==> config.mk <==
export PLATFORM = sky130hd
export DESIGN_NAME = next_pc_unit
export DESIGN_NICKNAME = d
export VERILOG_FILES = /design/src/rtl/next_pc_unit.sv
export SDC_FILE = /design/constraint.sdc
export NUM_CORES = 1
export LEC_CHECK = 0
export ABC_AREA = 1
export CORE_UTILIZATION = 57
export DETAILED_ROUTE_END_ITERATION = 16
export PLACE_DENSITY_LB_ADDON = 0.1
export SLEW_MARGIN = 25
export SYNTH_ARGS = -nofsm -noshare
export SYNTH_HDL_FRONTEND = slang
export SYNTH_SLANG_ARGS = --single-unit
==> constraint.sdc <==
create_clock -name clk -period 4 [get_ports clk]
set_input_delay 0.4 -clock clk [delete_from_list [all_inputs] [get_ports clk]]
set_output_delay 0.4 -clock clk [all_outputs]
set_load 0.03 [all_outputs]
==> src/rtl/next_pc_unit.sv <==
// next_pc_unit: fetch program-counter register and next-PC selection.
// Sequential, taken-branch and jump targets are chosen here; a jump parks the
// unit in WAIT until the jump-target stage has produced jump_addr.
// Optional build macro NEXT_PC_ALIGN_CHECK_EN: adds the registered
// 'misaligned' output and forces loaded targets to word alignment.
module next_pc_unit #(
  parameter logic [31:0] RESET_PC     = 32'h0000_0000,
  parameter int unsigned JUMP_LATENCY = 2
) (
  input  logic               clk,
  input  logic               rst,
  input  logic               stall,
  input  logic               is_jump,
  input  logic               is_branch,
  input  logic               branch_taken,
  input  logic signed [31:0] branch_offset,
  input  logic [31:0]        jump_addr,
  output logic [31:0]        pc,
  output logic [3:0]         pc_upper,
  output logic               fetch_valid,
  output logic               jump_busy
`ifdef NEXT_PC_ALIGN_CHECK_EN
  ,
  output logic               misaligned
`endif
);

  typedef enum logic [0:0] {
    S_FETCH = 1'b0,
    S_WAIT  = 1'b1
  } state_t;

  // Counter preload: the load happens on the edge where the counter reads 0,
  // so JUMP_LATENCY-1 decrements plus the load edge give JUMP_LATENCY edges.
  localparam logic [2:0] WAIT_INIT = 3'(JUMP_LATENCY - 1);

  state_t      state, state_n;
  logic [2:0]  cnt, cnt_n;
  logic [31:0] pc_n;
  logic        fv_n;
  logic        busy_n;
  logic [31:0] pc_plus4;
  logic [31:0] br_tgt;

  // Sequential successor; all PC arithmetic wraps modulo 2^32.
  function automatic logic [31:0] seq_target(input logic [31:0] base);
    return base + 32'd4;
  endfunction

  // Taken-branch target: word offset scaled to bytes, top two offset bits
  // fall off the shift without any overflow indication.
  function automatic logic [31:0] branch_target(input logic [31:0]        base,
                                                input logic signed [31:0] off);
    logic signed [31:0] off_bytes;
    off_bytes = off <<< 2;
    return base + 32'd4 + $unsigned(off_bytes);
  endfunction

  // Address actually loaded into pc for a jump/branch target.
  function automatic logic [31:0] load_addr(input logic [31:0] tgt);
`ifdef NEXT_PC_ALIGN_CHECK_EN
    return {tgt[31:2], 2'b00};
`else
    return tgt;
`endif
  endfunction

  assign pc_plus4 = seq_target(pc);
  assign pc_upper = pc_plus4[31:28];
  assign br_tgt   = branch_target(pc, branch_offset);

`ifdef NEXT_PC_ALIGN_CHECK_EN
  logic mis_n;
`endif

  // Next-state, next-PC and status selection.
  always_comb begin
    state_n = state;
    cnt_n   = cnt;
    pc_n    = pc;
    fv_n    = fetch_valid;
    busy_n  = jump_busy;
`ifdef NEXT_PC_ALIGN_CHECK_EN
    mis_n   = 1'b0;
`endif
    case (state)
      S_FETCH: begin
        if (!fetch_valid) begin
          fv_n = 1'b1;
        end else if (stall) begin
          pc_n = pc;
        end else if (is_jump) begin
          state_n = S_WAIT;
          cnt_n   = WAIT_INIT;
          fv_n    = 1'b0;
          busy_n  = 1'b1;
        end else if (is_branch && branch_taken) begin
          pc_n = load_addr(br_tgt);
`ifdef NEXT_PC_ALIGN_CHECK_EN
          mis_n = |br_tgt[1:0];
`endif
        end else begin
          pc_n = pc_plus4;
        end
      end
      S_WAIT: begin
        if (cnt != 3'd0) begin
          cnt_n = cnt - 3'd1;
        end else begin
          pc_n    = load_addr(jump_addr);
          state_n = S_FETCH;
          fv_n    = 1'b1;
          busy_n  = 1'b0;
`ifdef NEXT_PC_ALIGN_CHECK_EN
          mis_n   = |jump_addr[1:0];
`endif
        end
      end
      default: begin
        state_n = S_FETCH;
      end
    endcase
  end

  // State, counter, PC and status registers; reset abandons any pending jump.
  always_ff @(posedge clk) begin
    if (rst) begin
      state       <= S_FETCH;
      cnt         <= 3'd0;
      pc          <= RESET_PC;
      fetch_valid <= 1'b0;
      jump_busy   <= 1'b0;
`ifdef NEXT_PC_ALIGN_CHECK_EN
      misaligned  <= 1'b0;
`endif
    end else begin
      state       <= state_n;
      cnt         <= cnt_n;
      pc          <= pc_n;
      fetch_valid <= fv_n;
      jump_busy   <= busy_n;
`ifdef NEXT_PC_ALIGN_CHECK_EN
      misaligned  <= mis_n;
`endif
    end
  end

endmodule

Word level (Yosys, flattened, before mapping)
Cells that the tools add are included.
W data, S select, Z words.
{"block": "totals", "ff_bits": 38, "in_bits": 70, "out_inout_bits": 38, "wordCells": 46}
{"block": "classes", "add_sub_neg": 3, "eq_ne": 6, "n_mux": 26, "bitwise": 1, "n_reduce_logical": 5}
{"op": "$mux W32", "count": 5}
{"op": "$pmux W32 S2", "count": 1}
{"op": "$add A32 B3 Y32 const B", "count": 1}
{"op": "$add A32 B32 Y32", "count": 1}
{"op": "$mux W1", "count": 12}
{"op": "$mux W3", "count": 4}
{"op": "$reduce_and A4 Y1", "count": 3}
{"op": "$ne A2 B2 Y1 const B", "count": 5}
{"op": "$pmux W1 S2", "count": 3}
{"op": "$pmux W3 S2", "count": 1}
{"op": "$reduce_bool A3 Y1", "count": 1}
{"op": "$sub A3 B1 Y3 const B", "count": 1}
{"op": "$ne A2 B1 Y1 const B", "count": 1}
{"op": "$logic_and A1 B1 Y1", "count": 1}
{"op": "$not A1 Y1", "count": 1}

Depth between registers and ports, before layout
Gate-level depths: netlist (run 1).
{"block": "logic_depth", "ltp_word": 7, "mapped_depth": 25, "depth_no_buf": 25}

Least setup slack after synthesis (run 1)
No wires, ideal clock.
{"block": "synth_path", "kind": "register to register", "startpoint": "register pc[2]", "endpoint": "register pc[22]", "setup_time_ps": 134, "arrival_ps": 2861, "required_ps": 3866, "slack_ps": 1005, "stages_incl_launch_ff": 22, "period_less_slack_ps": 2995, "path_cell_list": "dfxtp_1 -> ha_1 -> nand2_1 -> inv_1 -> nand2_1 -> nor2_1 -> nand2_1 -> nor3_1 -> nand3_1 -> and2_1 -> ha_1 -> nand2_1 -> inv_1 -> nand2_1 -> nor2_1 -> nand3_1 -> nand3_1 -> nand2_1 -> nand3_1 -> nand3_1 -> nand2_1 -> a21oi_1"}
{"block": "synth_between", "elab_chain_len": 7}
{"element": "start, declared", "line": "18", "rtl": "output logic [31:0] pc,"}
{"element": "start signal, assigned", "line": "139", "rtl": "pc <= pc_n;"}
{"element": "$add A32 B3 Y32 *", "line": "47, 56"}
{"element": "$add A32 B32 Y32", "line": "56", "rtl": "return base + 32'd4 + $unsigned(off_bytes);"}
{"element": "$mux W32 *", "line": "97", "rtl": "end else if (is_branch && branch_taken) begin"}
{"element": "$mux W32 *", "line": "92", "rtl": "end else if (is_jump) begin"}
{"element": "$mux W32 *", "line": "90", "rtl": "end else if (stall) begin"}
{"element": "$mux W32 *", "line": "88", "rtl": "if (!fetch_valid) begin"}
{"element": "$pmux W32 S2 *", "line": "86", "rtl": "case (state)"}
Mark *: on every way between the ends. The rest lies on a longest branch, timed or not. The select of a mux whose other input is x is not followed.
A chain may end at the register's enable or synchronous reset.

Final worst setup path (run 1)
{"block": "layout_path", "startpoint": "register pc[2]", "endpoint": "register pc[31]"}
The elaborated chain is that of the path after synthesis.

==> reports/metrics.cfg, run 1 <==
[placed_design]
placed_cell_area_um2=6360
routabilityCongestion=0.972
hpwl_um=13700
port_buffers=105

[timing]
slew_violations=0
slew_headroom=0.539
worst_slew_pin_slew_ns=0.690
setup_tns_ns=0
setup_viol=0
max_freq_ghz=0.284
whs_ns=0.467
clock_skew_ns=0.0116
rsz0062_at_grt=no
finalCriticalPeriod_ns=3.52
finalCritPeriodShare=0.879
hold_viol=0

[yosys]
synthCells=957
post_synth_xor_area_fraction=0.0302
syn_area_um2=5210
synth_seq_cells=38
synth_compound_area_frac=0.135
yosys.area_share.simple=0.474
synth-edff-count=0
synth.distinct_cells=39
yosysSeqAreaShare=0.146
synth_nets=1066
yosysWarnings=0
syn_avg_cell_area_um2=5.45
muxShareOfSynthArea=0
synthAdderAreaFrac=0.0950
synthFlopType=dfxtp_1
synth_top_family_by_area=simple AND/OR/NAND/NOR gates
async_reset_ff_frac=0

[layout]
area_delta_synth_final_pct=23.9
layout_common_cells=nand2_1, inv_1, nor2_1
final_area_um2=6460
layout.nets=1162
final_layout_size_suffix_gt1_frac=0.0607
antenna_cells=0
final_common_cell=nand2_1

[status]
outcome=completed

[die]
num_io_pins=108
num_rows=34
die_width_um=97.6
fp.dieH_um=97.6
start_util=0.592
core-area_um2=8810
die_area_um2=9530

[detailed_routing]
first_iter_violations=370
via_per_inst=5.39
drcViolationCount=0
vias=6267
post_drt_wl_per_cell_um=14.4
wirelength_um=16700
ant_nets=0
dr.pass1.iters=5

[pwr]
p_clk_frac=0.245
combPwrFrac=0.409
peakVddDrop_v=0.000267
powerDensity_nw_per_um2=188
seqPwrFrac=0.346
p_sw_uw=473
internal-power_uw=741
leakage_uw=0.00334
p_sw_frac=0.390

[clock_tree]
postCtsSetupRepairBufs=0
cts_buffers=5
clk_pin_slew_worst_paths_ns=0.09
clkLatencyLatePin_ns=0.30
cts_max_path_buffers=2
cts.sinks=38
hold_buffers=0
cts-root-buf=clkbuf_8
cts_tree=done
cts_resized=0
cts_max_level=2

[worst_setup_path]
critPathKind=flop to flop
path_cells=ha_1 > nand2_1 > inv_1 > nand2_1 > nor2_1 > nand2_1 > nor3_1 > nand3_1 > and2_1 > ha_1 > nand2_1 > nor2_1 > nand2_1 > nor2_1 > nand2_1 > nand2_1 > nand2_1 > nand3_1 > nand2_1 > nand2_1 > a21oi_2
worst-path-buf-inv=1
reg2reg_depth=21
crit_family=simple AND/OR/NAND/NOR gates
worstPathMaxFanout=5
r2r_slack_ns=0.48
r2r_start=pc[2]
end_kind=flop
cp.required_ns=4.18
max_stage_delay_ns=0.44
cp.arrival_ns=3.69
slowest_stage=dfxtp_1
crit_top_cell=nand2_1
timing.rr.end=pc[31]
start_kind=flop

[hold_path]
hp-start=cnt[1]
hold_path.class=flop to flop
whs_path_depth=2
hold_end=cnt[1]

[global_routing]
grt_pass1_wl_um=27300
grt_util_all_layers=0.359
grt_max_degree=43
antenna_found_initial=0
grt-ovfl-total=0
first_global_vias=5771

[job]
drv_cap=0

[registers in the layout (all words and copies together) (netlist names)]
name	count
jump_busy	1
cnt	3
fetch_valid	1
pc	32
state	1
[worst max-delay path by stage]
stage           from      to  slack [ns]  cells past startpoint
2_1_floorplan  pc[2]  pc[22]        1.01                     21
3_3_place_gp   pc[2]  pc[22]        0.63                     21
3_5_place_dp   pc[2]  pc[22]        0.60                     21
4_1_cts        pc[2]  pc[22]        0.57                     21
5_1_grt        pc[2]  pc[30]        0.19                     23
6_report       pc[2]  pc[31]        0.48                     21
[layer usage]
layer | up-vias | share of wire | wire, um | global-route usage
li1 | 3220 | - | - | -
met1 | 2771 | 0.45 | 7530 | 0.492
met2 | 244 | 0.44 | 7390 | 0.583
met3 | 32 | 0.080 | 1330 | 0.0453
met4 | 0 | 0.026 | 442 | 0.110
met5 | - | 0 | 0 | 0
[cell families after synthesis]
group	Yosys count
flip-flops	38
adder cells (fa/ha/maj)	39
buffers and inverters	164
AO/OA/AOI/OAI	124
AND/OR/NAND/NOR	574
XOR/XNOR	18
[layout make-up]
class                   count  area (um^2)
flip-flops and latches     38          761
repair buffers            110         1090
clock buffers               6         82.6
inverters                 143          537
fillers                   828         2350
multi-input cells         755         3840
well taps                 108          135
clock inverters             2         16.3
[worst reg2reg max path: cells and delay by family (launching register included)]
family | cells | cell delay (ns)
flops | 1 | 0.44
fa+ha+maj | 2 | 0.65
compound gates | 1 | 0.06
simple gates | 17 | 2.17
buf+inv | 1 | 0.08
[per-stage QoR]
stage,instances,utilization,total power [uW],worst slack [ns]
floorplan,957,-,725,1.01
global placement,1154,0.722,909,0.634
detailed placement,1154,0.722,913,0.601
CTS,1162,0.733,1200,0.572
global route,1162,0.733,1280,0.195
finish,1162,0.733,1210,0.485
[synthesized netlist by cell type (2+ instances only)]
master      n  share of area
nand2_1   326           0.23
inv_1     133          0.096
nor2_1    106          0.076
nand3_1    82          0.079
a21oi_1    66          0.063
dfxtp_1    38           0.15
ha_1       38          0.091
o21ai_0    18          0.017
clkbuf_1   15          0.011
xor2_1     11          0.018
inv_2      10         0.0072
o21ai_1    10         0.0096
nand4_1     9          0.011
nor2_2      9          0.011
nor3_1      8         0.0077
o21bai_1    8          0.012
a21o_1      7          0.010
nand2_2     7         0.0084
xnor2_1     7          0.012
or2_2       6         0.0072
buf_2       5         0.0048
a21oi_2     4         0.0067
and2_1      4         0.0048
nor2_4      4         0.0086
o211ai_1    4         0.0058
nand3_2     3         0.0058
nand3b_1    3         0.0043
nor3_2      3         0.0058
a211oi_1    2         0.0029
a221oi_1    2         0.0034
[power by group through the flow]
stage               combinational [uW]  clock (uW)  sequential, uW
floorplan                          275           0             450
global placement                   481           0             428
detailed placement                 485           0             428
CTS                                489         296             419
global route                       545         315             423
finish                             496         297             420
Note: power is estimated with default switching activity, not from simulation.
==> run 2, diff against run 1 <==
--- a/config.mk
+++ b/config.mk
@@ -6,7 +6,8 @@
 export NUM_CORES = 1
 export LEC_CHECK = 0
 export ABC_AREA = 1
-export CORE_UTILIZATION = 57
+export CORE_UTILIZATION = 58
+export CTS_BUF_LIST = sky130_fd_sc_hd__clkbuf_4
 export DETAILED_ROUTE_END_ITERATION = 16
 export PLACE_DENSITY_LB_ADDON = 0.1
 export SLEW_MARGIN = 25
==> run 2 against run 1 <==
  * Die area fell by 1.7%
  * Sequential power barely moved
  * Clock power rose by 16%
==> reports/metrics.cfg, run 2 (synthesis gave the netlist of run 1 again) <==
[pwr]
p_sw_frac=0.369  ; -0.0203
powerDensity_nw_per_um2=195  ; +3.6%
combPwrFrac=0.392  ; -0.017
peakVddDrop_v=0.000240  ; -10%
p_clk_frac=0.274  ; +0.029
p_sw_uw=465  ; -1.7%
internal-power_uw=794  ; +7.2%
leakage_uw=0.00334  ; +0.23%
seqPwrFrac=0.334  ; -0.012

[detailed_routing]
drcViolationCount=0  ; unchanged
top_layer=met4
wl_met2_um=7060  ; -4.4%
vias=6268  ; +0.016%
post_drt_wl_per_cell_um=13.8  ; -4.2%
dr.pass1.iters=5  ; unchanged
first_iter_violations=390  ; +5.4%
wl_met3_um=1160  ; -13%
wirelength_um=16000  ; -4.2%
wl_met1_um=7340  ; -2.4%
via_per_inst=5.39  ; about the same
ant_nets=0  ; unchanged

[timing]
hold_viol=0  ; unchanged
finalCriticalPeriod_ns=3.69  ; +0.172 ns
worst_slew_pin_slew_ns=0.795  ; +0.105 ns
slew_headroom=0.470  ; -0.0699
slew_violations=0  ; unchanged
clock_skew_ns=0.0205  ; +0.00886 ns
setup_tns_ns=0  ; unchanged
finalCritPeriodShare=0.922  ; +0.0431
max_freq_ghz=0.271  ; -4.7%
setup_viol=0  ; unchanged
rsz0062_at_grt=no
setup_slack_ns=0.312  ; -0.172 ns

[worst_setup_path]
end_kind=flop
cp.arrival_ns=3.95  ; +0.26 ns
path_cells=ha_1 > nand2_1 > inv_1 > nand2_1 > nor2_1 > nand2_1 > nor3_1 > nand3_1 > and2_1 > ha_1 > nand2_1 > inv_1 > nand2_1 > nor2_1 > nand3_1 > nand3_1 > nand2_1 > nand3_1 > nand3_1 > nand2_1 > a21oi_1
max_stage_delay_ns=0.44  ; about the same
reg2reg_depth=21  ; unchanged
crit_top_cell=nand2_1
slowest_stage=dfxtp_1
crit_family=simple AND/OR/NAND/NOR gates
worst-path-buf-inv=2  ; +1
critPathKind=flop to flop
r2r_slack_ns=0.31  ; -0.17 ns
timing.rr.end=pc[22]
worstPathMaxFanout=5  ; unchanged
r2r_start=pc[2]
start_kind=flop
cp.required_ns=4.26  ; +0.08 ns

[clock_tree]
cts-root-buf=clkbuf_4
cts_tree=done
cts_max_path_buffers=2  ; unchanged
postCtsSetupRepairBufs=0  ; unchanged
clkLatencyLatePin_ns=0.36  ; +0.06 ns
cts_buffers=5  ; unchanged
cts_max_level=2  ; unchanged
hold_buffers=0  ; unchanged
clk_pin_slew_worst_paths_ns=0.15  ; +0.06 ns
cts.sinks=38  ; unchanged
cts_resized=0  ; unchanged

[hold_path]
hold_path.class=flop to flop
whs_path_depth=1  ; -1
hold_end=cnt[0]
hp-start=cnt[0]

[layout]
multiInputGateArea_um2=3840  ; unchanged
area_delta_synth_final_pct=24.0
largest_reg_flops=32  ; unchanged
seq_area_um2=761  ; unchanged
largestRegisters=pc x32, cnt x3
fillCellCount=810  ; -2.2%
largest_register=pc
final_layout_size_suffix_gt1_frac=0.0607  ; unchanged
layout.nets=1162  ; unchanged
layout_common_cells=nand2_1, inv_1, nor2_1
antenna_cells=0  ; unchanged
final_common_cell=nand2_1

[die]
die_area_um2=9370  ; -1.7%
die_width_um=96.8  ; -0.85%
fp.dieH_um=96.8  ; -0.85%
num_io_pins=108  ; unchanged
num_rows=34  ; unchanged
start_util=0.598  ; +0.00578
core-area_um2=8720  ; -0.97%

[placed_design]
routabilityCongestion=0.954  ; -1.9%
hpwl_um=13000  ; -5.4%
port_buffers=105  ; unchanged
pre_cts_ws_ns=0.528  ; -0.0727 ns

[job]
drv_cap=0  ; unchanged

[global_routing]
grt_util_all_layers=0.340  ; -0.0191
grt-ovfl-total=0  ; unchanged
grt_pass1_wl_um=26200  ; -4.1%
antenna_found_initial=0  ; unchanged
grt_max_degree=30  ; -30%
first_global_vias=5652  ; -2.1%

[status]
outcome=completed

-- run 2: cell count changes in the layout (fill, tap and decap cells not counted), sizes merged --
cell      change
bufinv        +2
clkbuf        -1
clkinv        +1
clkinvlp      -1
inv           -1
-- run 2: area by class of cell --
| cell class | count | area share |
|---|---|---|
| clock buffers | 5 | 0.00580 |
| repair buffers | 110 | 0.168 |
| inverters | 143 | 0.0830 |
| clock inverters | 3 | 0.0106 |
| multi-input cells | 755 | 0.594 |
| well taps | 108 | 0.0209 |
| flip-flops and latches | 38 | 0.118 |
-- run 2: worst max-delay path by stage --
stage	from	end	slack (ns)	cells past startpoint
finish	pc[2]	pc[22]	0.31	21
global route	pc[2]	pc[28]	0.03	17
CTS	pc[2]	pc[22]	0.48	21
detailed placement	pc[2]	pc[22]	0.53	21
global placement	pc[2]	pc[28]	0.65	17
floorplan	pc[2]	pc[22]	1.01	21
-- run 2: metrics by stage --
stage,total power (uW),hold WS (ns),utilization,instance area [um^2],std cells
global placement,904,0.441,0.729,6360,1154
floorplan,725,0.422,-,5210,957
finish,1260,0.465,0.741,6470,1162
CTS,1250,0.464,0.741,6470,1162
detailed placement,909,0.443,0.729,6360,1154
global route,1330,0.491,0.741,6470,1162
-- run 2: metal layers --
| metal | vias up | global-route usage |
|---|---|---|
| met5 | - | 0 |
| met4 | 0 | 0.119 |
| met3 | 33 | 0.0289 |
| met2 | 252 | 0.542 |
| met1 | 2763 | 0.478 |
| li1 | 3220 | - |
-- run 2: power groups by stage --
stage               registers, uW  logic (uW)  clock network, uW
floorplan                     450         275                  0
global placement              427         477                  0
detailed placement            427         482                  0
CTS                           419         486                344
global route                  422         542                361
finish                        420         493                345
-- run 2: worst register-to-register path, cell delays in order (launching register included) --
cell	delay, ns
dfxtp_1	0.44
ha_1	0.31
nand2_1	0.12
inv_1	0.08
nand2_1	0.06
nor2_1	0.26
nand2_1	0.14
nor3_1	0.23
nand3_1	0.15
and2_1	0.20
ha_1	0.36
nand2_1	0.11
inv_1	0.10
nand2_1	0.07
nor2_1	0.20
nand3_1	0.16
nand3_1	0.12
nand2_1	0.05
nand3_1	0.12
nand3_1	0.14
nand2_1	0.09
a21oi_1	0.06
==> run 3, diff against run 2 <==
--- a/config.mk
+++ b/config.mk
@@ -9,7 +9,9 @@
 export CORE_UTILIZATION = 58
 export CTS_BUF_LIST = sky130_fd_sc_hd__clkbuf_4
 export DETAILED_ROUTE_END_ITERATION = 16
+export GPL_TIMING_DRIVEN = 0
 export PLACE_DENSITY_LB_ADDON = 0.1
+export SETUP_SLACK_MARGIN = 0.2
 export SLEW_MARGIN = 25
 export SYNTH_ARGS = -nofsm -noshare
 export SYNTH_HDL_FRONTEND = slang
==> run 3 against run 2 <==
  * Final cell count up 1.2%
  * Worst setup slack improved by 0.21 ns
  * Global-route usage up 1.6 points
  * Clock skew down 0.018 ns
  * Critical path type unchanged
  * Highest routed layer unchanged
==> reports/metrics.cfg, run 3 (synthesis gave the netlist of run 1 again) <==
[timing]
max_freq_ghz=0.287  ; +5.9%
rsz0062_at_grt=no
clock_skew_ns=0.00212  ; -0.0184 ns
finalCritPeriodShare=0.870  ; -0.0514
setup_viol=0  ; unchanged
worst_slew_pin_slew_ns=0.632  ; -0.163 ns
setup_tns_ns=0  ; unchanged
hold_viol=0  ; unchanged
finalCriticalPeriod_ns=3.48  ; -0.206 ns
slew_headroom=0.579  ; +0.109
slew_violations=0  ; unchanged

[worst_setup_path]
critPathKind=flop to flop
cp.required_ns=4.21  ; -0.05 ns
worst-path-buf-inv=0  ; -2
slowest_stage=dfxtp_1
crit_family=simple AND/OR/NAND/NOR gates
r2r_start=pc[3]
worstPathMaxFanout=5  ; unchanged
reg2reg_depth=18  ; -14%
timing.rr.end=pc[28]
start_kind=flop
path_cells=ha_1 > nand2_1 > nor2_2 > nand2_1 > nor3_1 > nand3_1 > and2_1 > ha_1 > nand2_1 > nor2_1 > nor3b_2 > nand3_1 > nand2_1 > nand2_1 > nand3_1 > nand2_1 > nand2_1 > a21oi_1
max_stage_delay_ns=0.41  ; -0.03 ns
end_kind=flop
cp.arrival_ns=3.69  ; -0.26 ns
r2r_slack_ns=0.52  ; +0.21 ns
crit_top_cell=nand2_1

[global_routing]
grt_pass1_wl_um=27100  ; +3.6%
first_global_vias=5867  ; +3.8%
grt_util_all_layers=0.356  ; +0.0164
antenna_found_initial=0  ; unchanged
grt_max_degree=12  ; -60%
grt-ovfl-total=0  ; unchanged

[die]
start_util=0.598  ; unchanged
num_io_pins=108  ; unchanged
fp.dieH_um=96.8  ; unchanged
die_width_um=96.8  ; unchanged
die_area_um2=9370  ; unchanged
num_rows=34  ; unchanged
core-area_um2=8720  ; unchanged

[pwr]
powerDensity_nw_per_um2=180  ; -7.4%
leakage_uw=0.00334  ; -0.22%
peakVddDrop_v=0.000271  ; +13%

[hold_path]
hold_end=cnt[0]
hold_path.class=flop to flop
hp-start=cnt[0]
whs_path_depth=1  ; unchanged

[layout]
final_common_cell=nand2_1
antenna_cells=0  ; unchanged
area_delta_synth_final_pct=24.0  ; about the same
layout.nets=1177  ; +1.3%
largestRegisters=pc x32, cnt x3
largest_register=pc
utilization=0.742  ; about the same
final_layout_size_suffix_gt1_frac=0.0609  ; +0.000140
largest_reg_flops=32  ; unchanged
layout_common_cells=nand2_1, inv_1, nor2_1, clkdlybuf4s50_1, nand3_1

[placed_design]
hpwl_um=13900  ; +6.6%
routabilityCongestion=0.978  ; +2.5%
port_buffers=104  ; -0.95%

[status]
outcome=completed

[clock_tree]
clkLatencyLatePin_ns=0.33  ; -0.03 ns
cts_buffers=5  ; unchanged
cts_tree=done
cts-root-buf=clkbuf_4
clk_pin_slew_worst_paths_ns=0.11  ; -0.04 ns
cts_max_path_buffers=2  ; unchanged
cts_max_level=2  ; unchanged
hold_buffers=0  ; unchanged
cts_resized=0  ; unchanged
postCtsSetupRepairBufs=0  ; unchanged
cts.sinks=38  ; unchanged

[job]
drv_cap=0  ; unchanged

[detailed_routing]
vias=6264  ; -0.064%
drcViolationCount=0  ; unchanged
ant_nets=0  ; unchanged
post_drt_wl_per_cell_um=14.0  ; +1.8%
first_iter_violations=419  ; +7.4%
wirelength_um=16500  ; +3.1%
dr.pass1.iters=6  ; +1
via_per_inst=5.33  ; -1.3%

run 3: cell types whose count changed in the layout (fill, tap and decap cells not counted), sizes merged:
cell	delta
bufinv	-1
clkbuf	+15
buf	+1
clkdlybuf4s50	-1
run 3: layout make-up:
type	instances	area (um^2)
Inverter	143	537
Sequential cell	38	762
Clock buffer	5	37.5
Tap cell	108	135
Timing Repair Buffer	104	1040
Buffer	21	85.1
Multi-Input combinational cell	755	3840
Clock inverter	2	33.8
Fill cell	801	2250
run 3: worst max path at each step:
stage	to	slack (ns)	cells after the start	from
after detailed placement	pc[22]	0.34	21	pc[2]
after global placement	pc[22]	0.40	21	pc[2]
after global routing	pc[30]	0.24	23	pc[2]
after CTS	pc[22]	0.32	21	pc[2]
after floorplan	pc[22]	1.01	21	pc[2]
final	pc[28]	0.52	18	pc[3]
run 3: metal layers:
| layer | vias up | track usage | part of all wire |
|---|---|---|---|
| li1 | 3247 | - | - |
| met1 | 2750 | 0.479 | 0.46 |
| met2 | 239 | 0.607 | 0.45 |
| met3 | 28 | 0.0332 | 0.072 |
| met4 | 0 | 0.0941 | 0.019 |
| met5 | - | 0 | 0 |
run 3: metrics by stage:
step	setup WS, ns	power (uW)	cell area (um^2)	instances	hold WS [ns]
after floorplan	1.01	725	5210	957	0.422
after global placement	0.405	910	6390	1169	0.435
after detailed placement	0.340	915	6390	1169	0.453
after CTS	0.320	1160	6460	1176	0.469
after global routing	0.238	1230	6470	1176	0.496
final	0.518	1170	6470	1176	0.464
run 3: power breakdown:
part,switching [uW],total (uW),internal [uW]
Combinational,297,500,203
Clock,120,246,126
Sequential,23.3,419,396
==> variant: new RTL, flow settings as in run 1 <==
Add a define of `NEXT_PC_ALIGN_CHECK_EN`.
--- a/src/rtl/next_pc_unit.sv
+++ b/src/rtl/next_pc_unit.sv
@@ -3,6 +3,8 @@
 // unit in WAIT until the jump-target stage has produced jump_addr.
 // Optional build macro NEXT_PC_ALIGN_CHECK_EN: adds the registered
 // 'misaligned' output and forces loaded targets to word alignment.
+`define NEXT_PC_ALIGN_CHECK_EN
+
 module next_pc_unit #(
   parameter logic [31:0] RESET_PC     = 32'h0000_0000,
   parameter int unsigned JUMP_LATENCY = 2
Formal check against the unedited RTL (old outputs only; new: misaligned): not equivalent (a bounded check fails within 10 cycles, from zero or initial values and one cycle with rst high).
==> variant against run 1 <==
- sequential share of layout area grew 0.14 points
- power up 0.66%
- area after synthesis shrank 4.5%
- clock skew decreased by 0.0064 ns
- die area decreased by 4.4%
- wire length decreased by 8.7%
- core utilization is 1.2 points higher
- sequential cell count fell by 1
- setup slack better by 0.023 ns
- cell area shrank 3.8%
- sequential power decreased by 2%
- global-route usage decreased by 1.4 points
- clock power is 10% higher
- via count fell by 2.7%
- largest power group unchanged
==> variant: results (changes against run 1) <==
# nets final=1126 (-3.1%); dpl cell area=6100 um2 (-4.0%); Fillers=772 (-6.8%); clock skew=0.00522 ns (-0.00641 ns); first-pass GRT wire length=24500 um (-11%); leak pwr=3.29 nW (-1.3%); WHS Endpoint=jump_busy; share of layout cells above drive strength 1=3.63% (-2.4 points); Tightest Pin Transition=0.989 ns (+0.299 ns); Synth top cells by count=nand2_1, inv_1, nor2_1; top post-synthesis cells by area=nand2_1, dfxtp_1, inv_1, ha_1, nor2_1; Reg2Reg Depth=20 (-4.8%); WP data arrival=3.66 ns (-0.03 ns); Place WS=0.641 ns (+0.0406 ns); crit-path max FO=7 (+2); internal reg-to-reg setup slack=0.51 ns (+0.02 ns); vias in the first global route=5295 (-8.2%); Placer Congestion=0.928 (-4.6%); hold wc startpoint=jump_busy; final WL=15200 um (-8.7%); peak supply drop=0.000189 V (-29%); status=finished, final reports clean; FF-to-FF End=pc[26]; DRT iter0 DRCs=492 (+33%); Tot GR Track Use=34.5% (-1.4 points); sequential-to-total area share from yosys stat=14.9% (+0.28 points); hpwl dp=12400 um (-9.9%); largest net degree at the start of global routing=41 (-4.7%); Top Registers=pc x30, cnt x3
## variant: cell types whose count changed in the layout (fill, tap and decap cells not counted), sizes merged, moves of 3 or more
cell and change:
o21ai +7, nand2 -14, xor2 +5, a21o -5
nand3 -22, o211ai +4, o21bai -3, nor3 -4
## variant: how the worst max path moves through the flow
stage	slack, ns	end	cells past startpoint	startpoint
final	0.51	pc[26]	20	pc[2]
after global routing	0.15	pc[26]	20	pc[2]
after CTS	0.62	pc[26]	20	pc[2]
after detailed placement	0.64	pc[26]	20	pc[2]
after global placement	0.77	pc[26]	20	pc[2]
after floorplan	1.0	pc[31]	22	pc[2]
## variant: report_power, final
group	internal, W	switching, W	total [W]
Sequential	0.000385	0.0000275	0.000413
Clock	0.000187	0.000141	0.000328
Combinational	0.000200	0.000281	0.000481
Total	0.000772	0.000449	0.00122
## variant: cell families after synthesis
group	after synthesis	share of synthesized area, %
flops	37	14.9
fa+ha+maj	39	9.95
xor+xnor	22	4.02
compound gates	125	13.6
buf+inv	167	12.8
simple gates	533	44.7
other cells	1	0.0753
## variant: worst reg2reg max path: cells and delay by family, from the launching register on
kind            cells  cell delay [ns]
compound gates      1             0.05
fa+ha+maj           2             0.64
buf+inv             2             0.15
flops               1             0.49
simple gates       15             2.04
## variant: layer usage
layer,track usage [%],wire [um]
met1,43.6,6460
met2,59.0,7010
met3,5.34,1270
met4,11.9,510
met5,0,0
## variant: area by class of cell
type	instances	area, um2	area share, %
Clock inverter	2	38.8	0.624
Timing Repair Buffer	109	1090	17.6
Multi-Input combinational cell	721	3600	58.0
Clock buffer	6	72.6	1.17
Inverter	143	537	8.64
Tap cell	105	131	2.11
Sequential cell	37	741	11.9
## variant: stage by stage
stage / total power [W] / instances / hold slack, ns / util, %
floorplan: 0.000712 / 925 / 0.450 / -
global route: 0.00130 / 1123 / 0.504 / 74.5
global placement: 0.000888 / 1115 / 0.456 / 73.2
CTS: 0.00122 / 1123 / 0.469 / 74.5
detailed placement: 0.000893 / 1115 / 0.453 / 73.2
finish: 0.00122 / 1123 / 0.469 / 74.5
